===== config.mk =====
export PLATFORM = sky130hd
export DESIGN_NAME = cache_req_sequencer_flat
export DESIGN_NICKNAME = d
export VERILOG_FILES = /design/src/rtl/cache_req_sequencer_pkg.sv /design/src/rtl/cache_req_sequencer_if.sv /design/src/rtl/cache_req_sequencer_req_fifo.sv /design/src/rtl/cache_req_sequencer.sv /design/src/flat_wrapper.sv
export SDC_FILE = /design/constraint.sdc
export NUM_CORES = 1
export LEC_CHECK = 0
export ABC_AREA = 0
export BUFFER_PORTS_ARGS = -buffer_cell sky130_fd_sc_hd__clkbuf_2
export CAP_MARGIN = 20
export CORE_MARGIN = 4
export CORE_UTILIZATION = 50
export DETAILED_ROUTE_END_ITERATION = 10
export GPL_TIMING_DRIVEN = 1
export PLACE_DENSITY = 0.86
export SETUP_SLACK_MARGIN = 0.05
export SLEW_MARGIN = 20
export SYNTH_ARGS = -nofsm -noshare
export SYNTH_HDL_FRONTEND = slang
export SYNTH_SLANG_ARGS = --single-unit

===== constraint.sdc =====
create_clock -name i_clk -period 2.6 [get_ports i_clk]
set_input_delay 0.39 -clock i_clk [delete_from_list [all_inputs] [get_ports i_clk]]
set_output_delay 0.39 -clock i_clk [all_outputs]
set_load 0.02 [all_outputs]

===== src/rtl/cache_req_sequencer_pkg.sv =====
// Shared types and default widths for the cache request sequencer.
package cache_seq_pkg;

    localparam int ADDR_W = 5;
    localparam int DATA_W = 32;

    typedef enum logic [2:0] {
        IDLE,
        START,
        WAIT,
        CAPTURE,
        RESP
    } seq_state_t;

    typedef struct packed {
        logic [ADDR_W-1:0] addr;
        logic              wr;
    } cache_req_t;

endpackage


===== src/rtl/cache_req_sequencer_if.sv =====
// Request, controller and response signals of the cache request sequencer.
// slave = the sequencer itself, master = the surrounding environment.
interface cache_req_sequencer_if #(
    parameter int ADDR_W = 5,
    parameter int DATA_W = 32
);
    logic              i_req_valid;
    logic              o_req_ready;
    logic [ADDR_W-1:0] i_req_addr;
    logic              i_req_wr;
    logic [ADDR_W-1:0] o_cc_address;
    logic              o_cc_start;
    logic              o_cc_wr;
    logic              o_cc_en;
    logic [DATA_W-1:0] i_cc_data;
    logic              o_rsp_valid;
    logic              i_rsp_ready;
    logic [DATA_W-1:0] o_rsp_data;
    logic [ADDR_W-1:0] o_rsp_addr;
    logic              o_busy;

    modport slave (
        input  i_req_valid, i_req_addr, i_req_wr, i_cc_data, i_rsp_ready,
        output o_req_ready, o_cc_address, o_cc_start, o_cc_wr, o_cc_en,
               o_rsp_valid, o_rsp_data, o_rsp_addr, o_busy
    );

    modport master (
        output i_req_valid, i_req_addr, i_req_wr, i_cc_data, i_rsp_ready,
        input  o_req_ready, o_cc_address, o_cc_start, o_cc_wr, o_cc_en,
               o_rsp_valid, o_rsp_data, o_rsp_addr, o_busy
    );
endinterface


===== src/rtl/cache_req_sequencer_req_fifo.sv =====
// Small synchronous FIFO holding queued requests; DEPTH must be a power of two.
module req_fifo #(
    parameter int WIDTH = 6,
    parameter int DEPTH = 4
) (
    input  logic             clk,
    input  logic             rst_n,
    input  logic             push,
    input  logic [WIDTH-1:0] push_data,
    input  logic             pop,
    output logic [WIDTH-1:0] pop_data,
    output logic             full,
    output logic             empty
);
    localparam int PW = $clog2(DEPTH);
    localparam int CW = $clog2(DEPTH + 1);

    logic [WIDTH-1:0] mem [DEPTH];
    logic [PW-1:0]    wr_ptr;
    logic [PW-1:0]    rd_ptr;
    logic [CW-1:0]    count;
    logic             do_push;
    logic             do_pop;

    // A push is refused whenever full, even if a pop happens in the same cycle.
    assign full     = (count == CW'(DEPTH));
    assign empty    = (count == '0);
    assign do_push  = push && !full;
    assign do_pop   = pop && !empty;
    assign pop_data = mem[rd_ptr];

    // Storage array; contents need no reset since pointers/count gate reads.
    always_ff @(posedge clk) begin
        if (do_push) mem[wr_ptr] <= push_data;
    end

    // Pointers wrap naturally at the power-of-two depth; count tracks occupancy.
    always_ff @(posedge clk or negedge rst_n) begin
        if (!rst_n) begin
            wr_ptr <= '0;
            rd_ptr <= '0;
            count  <= '0;
        end else begin
            if (do_push) wr_ptr <= wr_ptr + PW'(1);
            if (do_pop)  rd_ptr <= rd_ptr + PW'(1);
            case ({do_push, do_pop})
                2'b10:   count <= count + CW'(1);
                2'b01:   count <= count - CW'(1);
                default: count <= count;
            endcase
        end
    end
endmodule


===== src/rtl/cache_req_sequencer.sv =====
// Queues processor requests and plays them one at a time into the cache
// controller: start pulse, fixed wait, data capture, optional read response.
module cache_req_sequencer #(
    parameter int ADDR_W      = cache_seq_pkg::ADDR_W,
    parameter int DATA_W      = cache_seq_pkg::DATA_W,
    parameter int DEPTH       = 4,
    parameter int WAIT_CYCLES = 4
) (
    input  logic                  i_clk,
    input  logic                  i_rst_n,
    cache_req_sequencer_if.slave  bus
);
    import cache_seq_pkg::*;

    localparam int CNT_W = $clog2(WAIT_CYCLES + 1);
    localparam int EW    = ADDR_W + 1;

    seq_state_t        state, state_nxt;
    logic [CNT_W-1:0]  wait_cnt;
    logic [ADDR_W-1:0] cur_addr;
    logic              cur_wr;
    logic [DATA_W-1:0] rsp_data;
    logic [ADDR_W-1:0] rsp_addr;
    logic              push, pop, full, empty;
    logic [EW-1:0]     push_data, pop_data;

    assign push      = bus.i_req_valid && !full;
    assign push_data = {bus.i_req_addr, bus.i_req_wr};
    assign pop       = (state == IDLE) && !empty;

    req_fifo #(.WIDTH(EW), .DEPTH(DEPTH)) u_fifo (
        .clk      (i_clk),
        .rst_n    (i_rst_n),
        .push     (push),
        .push_data(push_data),
        .pop      (pop),
        .pop_data (pop_data),
        .full     (full),
        .empty    (empty)
    );

    // State register.
    always_ff @(posedge i_clk or negedge i_rst_n) begin
        if (!i_rst_n) state <= IDLE;
        else          state <= state_nxt;
    end

    // Next-state: one request in flight, strictly in FIFO order.
    always_comb begin
        state_nxt = state;
        case (state)
            IDLE:    if (!empty) state_nxt = START;
            START:   state_nxt = WAIT;
            WAIT:    if (wait_cnt == '0) state_nxt = CAPTURE;
            CAPTURE: state_nxt = cur_wr ? IDLE : RESP;
            RESP:    if (bus.i_rsp_ready) state_nxt = IDLE;
            default: state_nxt = IDLE;
        endcase
    end

    // Current request, wait counter and response holding registers.
    always_ff @(posedge i_clk or negedge i_rst_n) begin
        if (!i_rst_n) begin
            cur_addr <= '0;
            cur_wr   <= 1'b0;
            wait_cnt <= '0;
            rsp_data <= '0;
            rsp_addr <= '0;
        end else begin
            if (pop) {cur_addr, cur_wr} <= pop_data;
            if (state == START)
                wait_cnt <= CNT_W'(WAIT_CYCLES - 1);
            else if (state == WAIT && wait_cnt != '0)
                wait_cnt <= wait_cnt - CNT_W'(1);
            if (state == CAPTURE) begin
                rsp_data <= bus.i_cc_data;
                rsp_addr <= cur_addr;
            end
        end
    end

    // Outputs decoded from state; address/wr held in cur_* for the whole access.
    always_comb begin
        bus.o_cc_start  = (state == START);
        bus.o_cc_en     = (state == START) || (state == WAIT) || (state == CAPTURE);
        bus.o_rsp_valid = (state == RESP);
        bus.o_busy      = (state != IDLE) || !empty;
    end

    assign bus.o_req_ready  = !full;
    assign bus.o_cc_address = cur_addr;
    assign bus.o_cc_wr      = cur_wr;
    assign bus.o_rsp_data   = rsp_data;
    assign bus.o_rsp_addr   = rsp_addr;
endmodule


===== src/flat_wrapper.sv =====
// flat-port wrapper written by rule: the top's interface ports become plain ports
module cache_req_sequencer_flat import cache_seq_pkg::*;
#(
    parameter int ADDR_W      = cache_seq_pkg::ADDR_W,
    parameter int DATA_W      = cache_seq_pkg::DATA_W,
    parameter int DEPTH       = 4,
    parameter int WAIT_CYCLES = 4
)
  (i_clk, i_rst_n, bus_i_req_valid, bus_i_req_addr, bus_i_req_wr, bus_i_cc_data, bus_i_rsp_ready, bus_o_req_ready, bus_o_cc_address, bus_o_cc_start, bus_o_cc_wr, bus_o_cc_en, bus_o_rsp_valid, bus_o_rsp_data, bus_o_rsp_addr, bus_o_busy);
  cache_req_sequencer_if #(.ADDR_W(ADDR_W), .DATA_W(DATA_W)) bus_i ();
  input  logic i_clk;
  input  logic i_rst_n;
  input wire logic [$bits(bus_i.i_req_valid)-1:0] bus_i_req_valid;
  input wire logic [$bits(bus_i.i_req_addr)-1:0] bus_i_req_addr;
  input wire logic [$bits(bus_i.i_req_wr)-1:0] bus_i_req_wr;
  input wire logic [$bits(bus_i.i_cc_data)-1:0] bus_i_cc_data;
  input wire logic [$bits(bus_i.i_rsp_ready)-1:0] bus_i_rsp_ready;
  output wire logic [$bits(bus_i.o_req_ready)-1:0] bus_o_req_ready;
  output wire logic [$bits(bus_i.o_cc_address)-1:0] bus_o_cc_address;
  output wire logic [$bits(bus_i.o_cc_start)-1:0] bus_o_cc_start;
  output wire logic [$bits(bus_i.o_cc_wr)-1:0] bus_o_cc_wr;
  output wire logic [$bits(bus_i.o_cc_en)-1:0] bus_o_cc_en;
  output wire logic [$bits(bus_i.o_rsp_valid)-1:0] bus_o_rsp_valid;
  output wire logic [$bits(bus_i.o_rsp_data)-1:0] bus_o_rsp_data;
  output wire logic [$bits(bus_i.o_rsp_addr)-1:0] bus_o_rsp_addr;
  output wire logic [$bits(bus_i.o_busy)-1:0] bus_o_busy;
  assign bus_i.i_req_valid = bus_i_req_valid;
  assign bus_i.i_req_addr = bus_i_req_addr;
  assign bus_i.i_req_wr = bus_i_req_wr;
  assign bus_i.i_cc_data = bus_i_cc_data;
  assign bus_i.i_rsp_ready = bus_i_rsp_ready;
  assign bus_o_req_ready = bus_i.o_req_ready;
  assign bus_o_cc_address = bus_i.o_cc_address;
  assign bus_o_cc_start = bus_i.o_cc_start;
  assign bus_o_cc_wr = bus_i.o_cc_wr;
  assign bus_o_cc_en = bus_i.o_cc_en;
  assign bus_o_rsp_valid = bus_i.o_rsp_valid;
  assign bus_o_rsp_data = bus_i.o_rsp_data;
  assign bus_o_rsp_addr = bus_i.o_rsp_addr;
  assign bus_o_busy = bus_i.o_busy;
  cache_req_sequencer #(.ADDR_W(ADDR_W), .DATA_W(DATA_W), .DEPTH(DEPTH), .WAIT_CYCLES(WAIT_CYCLES)) u_core (.i_clk(i_clk), .i_rst_n(i_rst_n), .bus(bus_i));
endmodule

==> impl_results.md <==
- Outcome: finished, final reports clean
- Pleak: 1.798 nW
- CP delay by family, top: adder cells
- Actual slew at the worst max-slew pin: 665.0 ps
- Peak supply drop: 0.0009304 V
- PortBufs: 89
- Final count of hold timing violations: 0
- WL per Instance: 15.82 um
- Routed Antenna Nets: 0
- Setup violators final: 0
- CTS max path bufs: 2
- Antenna violations before repair: 0
- Core area: 6096 sq um
- Fin Setup TNS: 0 ps
- Synth area leader: dfrtp_1
- GPL Wtd Cong: 0.7493
- Slew Limit Fails: 0
- Pwr dens: 1363 nW/um^2
- Layout cells sized above 1: 0.5439
- Syn nets: 246
- Clock insertion delay at the later pin of the skew report: 350 ps
- Crit-path cells: nor2_1 > nand2_1 > and2_1 > inv_1 > ha_1 > fa_1 > xnor2_1 > nor2_1 > xor2_1
- CP max-delay cell: dfrtp_1
- CP Depth: 9
- Clock-pin slew on the worst setup and hold paths: 90 ps
- Max-cap violations: 0
- CTS H-tree lvls: 3
- TritonCTS clock tree: done
- Vias in the first global route: 1,936
- Ys flop type: dfrtp_1
- Crit path max fanout: 6
- Global-route wire length before repair: 9370 um
- Cell Area, Synth: 3224 sq um
- CP Capture Type: flop
- Worst reg2reg path depth: 9
- Routed WL: 5870 um
- Synthesized area per cell: 16.45 sq um
- DRC viols: 0
- Min Tclk post-route: 2091 ps
- HP Class: input pin to flop
- GR Overflow Total: 0
- Most frequent cells in the layout: clkbuf_2, dfrtp_1, mux2_2, edfxtp_1, clkbuf_8
- Crit path largest cell delay: 460 ps
- Largest net degree at the start of global routing: 54
- Worst Skew: 7.572 ps
- Mapped Cells: 196
- Fin crit share: 0.8044
- Vias per cell: 5.129
- Area growth, synth to finish: 22.58%
- Asr flop ratio synth: 0.7000
- Clock sinks: 80
- Hold Slack: 239.2 ps
- Setup Fix Bufs, Post-CTS: 0
- Via count: 1,903
- Initial Util: 0.5289
- Seq/Total Area, Yosys: 0.6581
- Die area: 7798 sq um
- Nets@finish: 341
- Crit path top cell by count: nor2_1
- Die W: 88.31 um
- Commonest non-fill, non-tap cell in the layout: clkbuf_2
- # IOs: 90
- Final core occ: 0.6484
- Initial DRC Count: 47
- YS warnings: 0
- Filler Cells Inserted: 440
- Num CTS Buffers: 9
- ANT cells: 0
- Critical path buffers and inverters: 1
- Top cell type's share of synthesized area: 0.4346
- Arrival time worst endpoint: 2360 ps
- Synth area leaders: dfrtp_1, edfxtp_1, mux2_2
- Root buffer cell: clkbuf_8
- Die Y: 88.31 um
- Critical path type: flop to flop
- TritonRoute pass-1 iters: 4
- GRT Total Usage: 0.1625
- CP startpoint kind: flop
- Detailed placement HPWL: 4254 um
- Max Fclk: 0.4782 GHz
- RSZ-0062 raised after global routing: no
- Synth cell types: 30
- Num rows: 28
- Worst path required time: 2870 ps
- Number of synthesized flops with an enable pin: 24
- Slew Limit Headroom: 0.5567
- Number of synthesized register bits: 80
- Hold Path Cell Cnt: 2
-- per-stage QoR --
step / setup WS (ps) / cells / instance area [sq um] / total power [W]
global placement: 668.2 / 354 / 3741 / 0.004414
global route: 325.1 / 371 / 3953 / 0.005760
detailed placement: 509.9 / 354 / 3741 / 0.004527
finish: 508.7 / 371 / 3953 / 0.005386
CTS: 489.8 / 371 / 3953 / 0.005466
floorplan: 611.2 / 196 / 3224 / 0.003827
-- cells in the mapped netlist, types with 2 or more instances --
library cell and instances:
and3_1 4, mux2_2 46, o21ai_0 2, inv_1 7, nor4_1 2, nor3b_1 2
a2bb2oi_1 2, xnor2_1 5, xor2_1 2, nand2_1 3, dfrtp_1 56, nor2_1 6
ha_1 7, edfxtp_1 24, mux4_2 6, a21oi_1 2, nand3b_1 2, buf_2 6
-- layer usage --
layer	track usage	vias up	routed length [um]
met5	0	-	0
met4	0.08242	0	124
met3	0.04469	14	453
met2	0.2665	60	2948
met1	0.1980	929	2344
li1	-	900	-
-- power breakdown --
| group | internal [W] | switching, W | leakage, nW | total [W] |
|---|---|---|---|---|
| Combinational | 0.00107 | 0.00116 | 0.821 | 0.00223 |
| Sequential | 0.00183 | 0.000393 | 0.877 | 0.00223 |
| Clock | 0.000453 | 0.000478 | 0.101 | 0.000931 |
-- flip-flops by register name (all words and copies together) (netlist names) --
name                     flops
u_core.u_fifo.rd_ptr         2
u_core.state                 3
u_core.bus.o_cc_wr           1
u_core.bus.o_rsp_addr        5
u_core.bus.o_rsp_data       32
u_core.u_fifo.count          3
u_core.u_fifo.wr_ptr         2
u_core.u_fifo.mem           24
u_core.wait_cnt              3
u_core.bus.o_cc_address      5
-- path summary, 6_finish.rpt --
kind,startpoint,end,slack (ps)
min in group asynchronous,i_rst_n,u_core.wait_cnt[0],350
worst min-delay path,bus_i_rsp_ready,u_core.state[2],240
max in group asynchronous,i_rst_n,u_core.bus.o_cc_address[2],1400
worst max register to register,u_core.u_fifo.count[0],u_core.u_fifo.count[2],510
worst min register to register,u_core.bus.o_rsp_addr[0],u_core.bus.o_rsp_addr[0],510
worst max-delay path,u_core.u_fifo.count[0],u_core.u_fifo.count[2],510
-- logic make-up after synthesis --
group,after synthesis,share of synthesized area
xor gates and xnor gates,7,0.01901
adders and majority gates,8,0.03337
DFF,80,0.6581
buffers and inverters,16,0.02212
muxes,52,0.2026
and+or+nand+nor,23,0.04346
AOI/OAI and AO/OA,10,0.02135
-- layout make-up --
type	instances	area (sq um)	area share
tap	75	93.84	0.02374
inverter	7	26.28	0.006648
clock buffer	9	123.9	0.03134
clock inverter	7	77.57	0.01963
timing repair buffer	93	478.0	0.1209
multi-input combinational	100	1031	0.2608
sequential	80	2122	0.5369
-- repair_timing --
action,CTS,global route
endpoints found under the hold margin,3,0
gates resized for setup,0,0
hold buffers,1,0
endpoints found under the setup margin,0,0
Power figures use the tool's default switching activity.
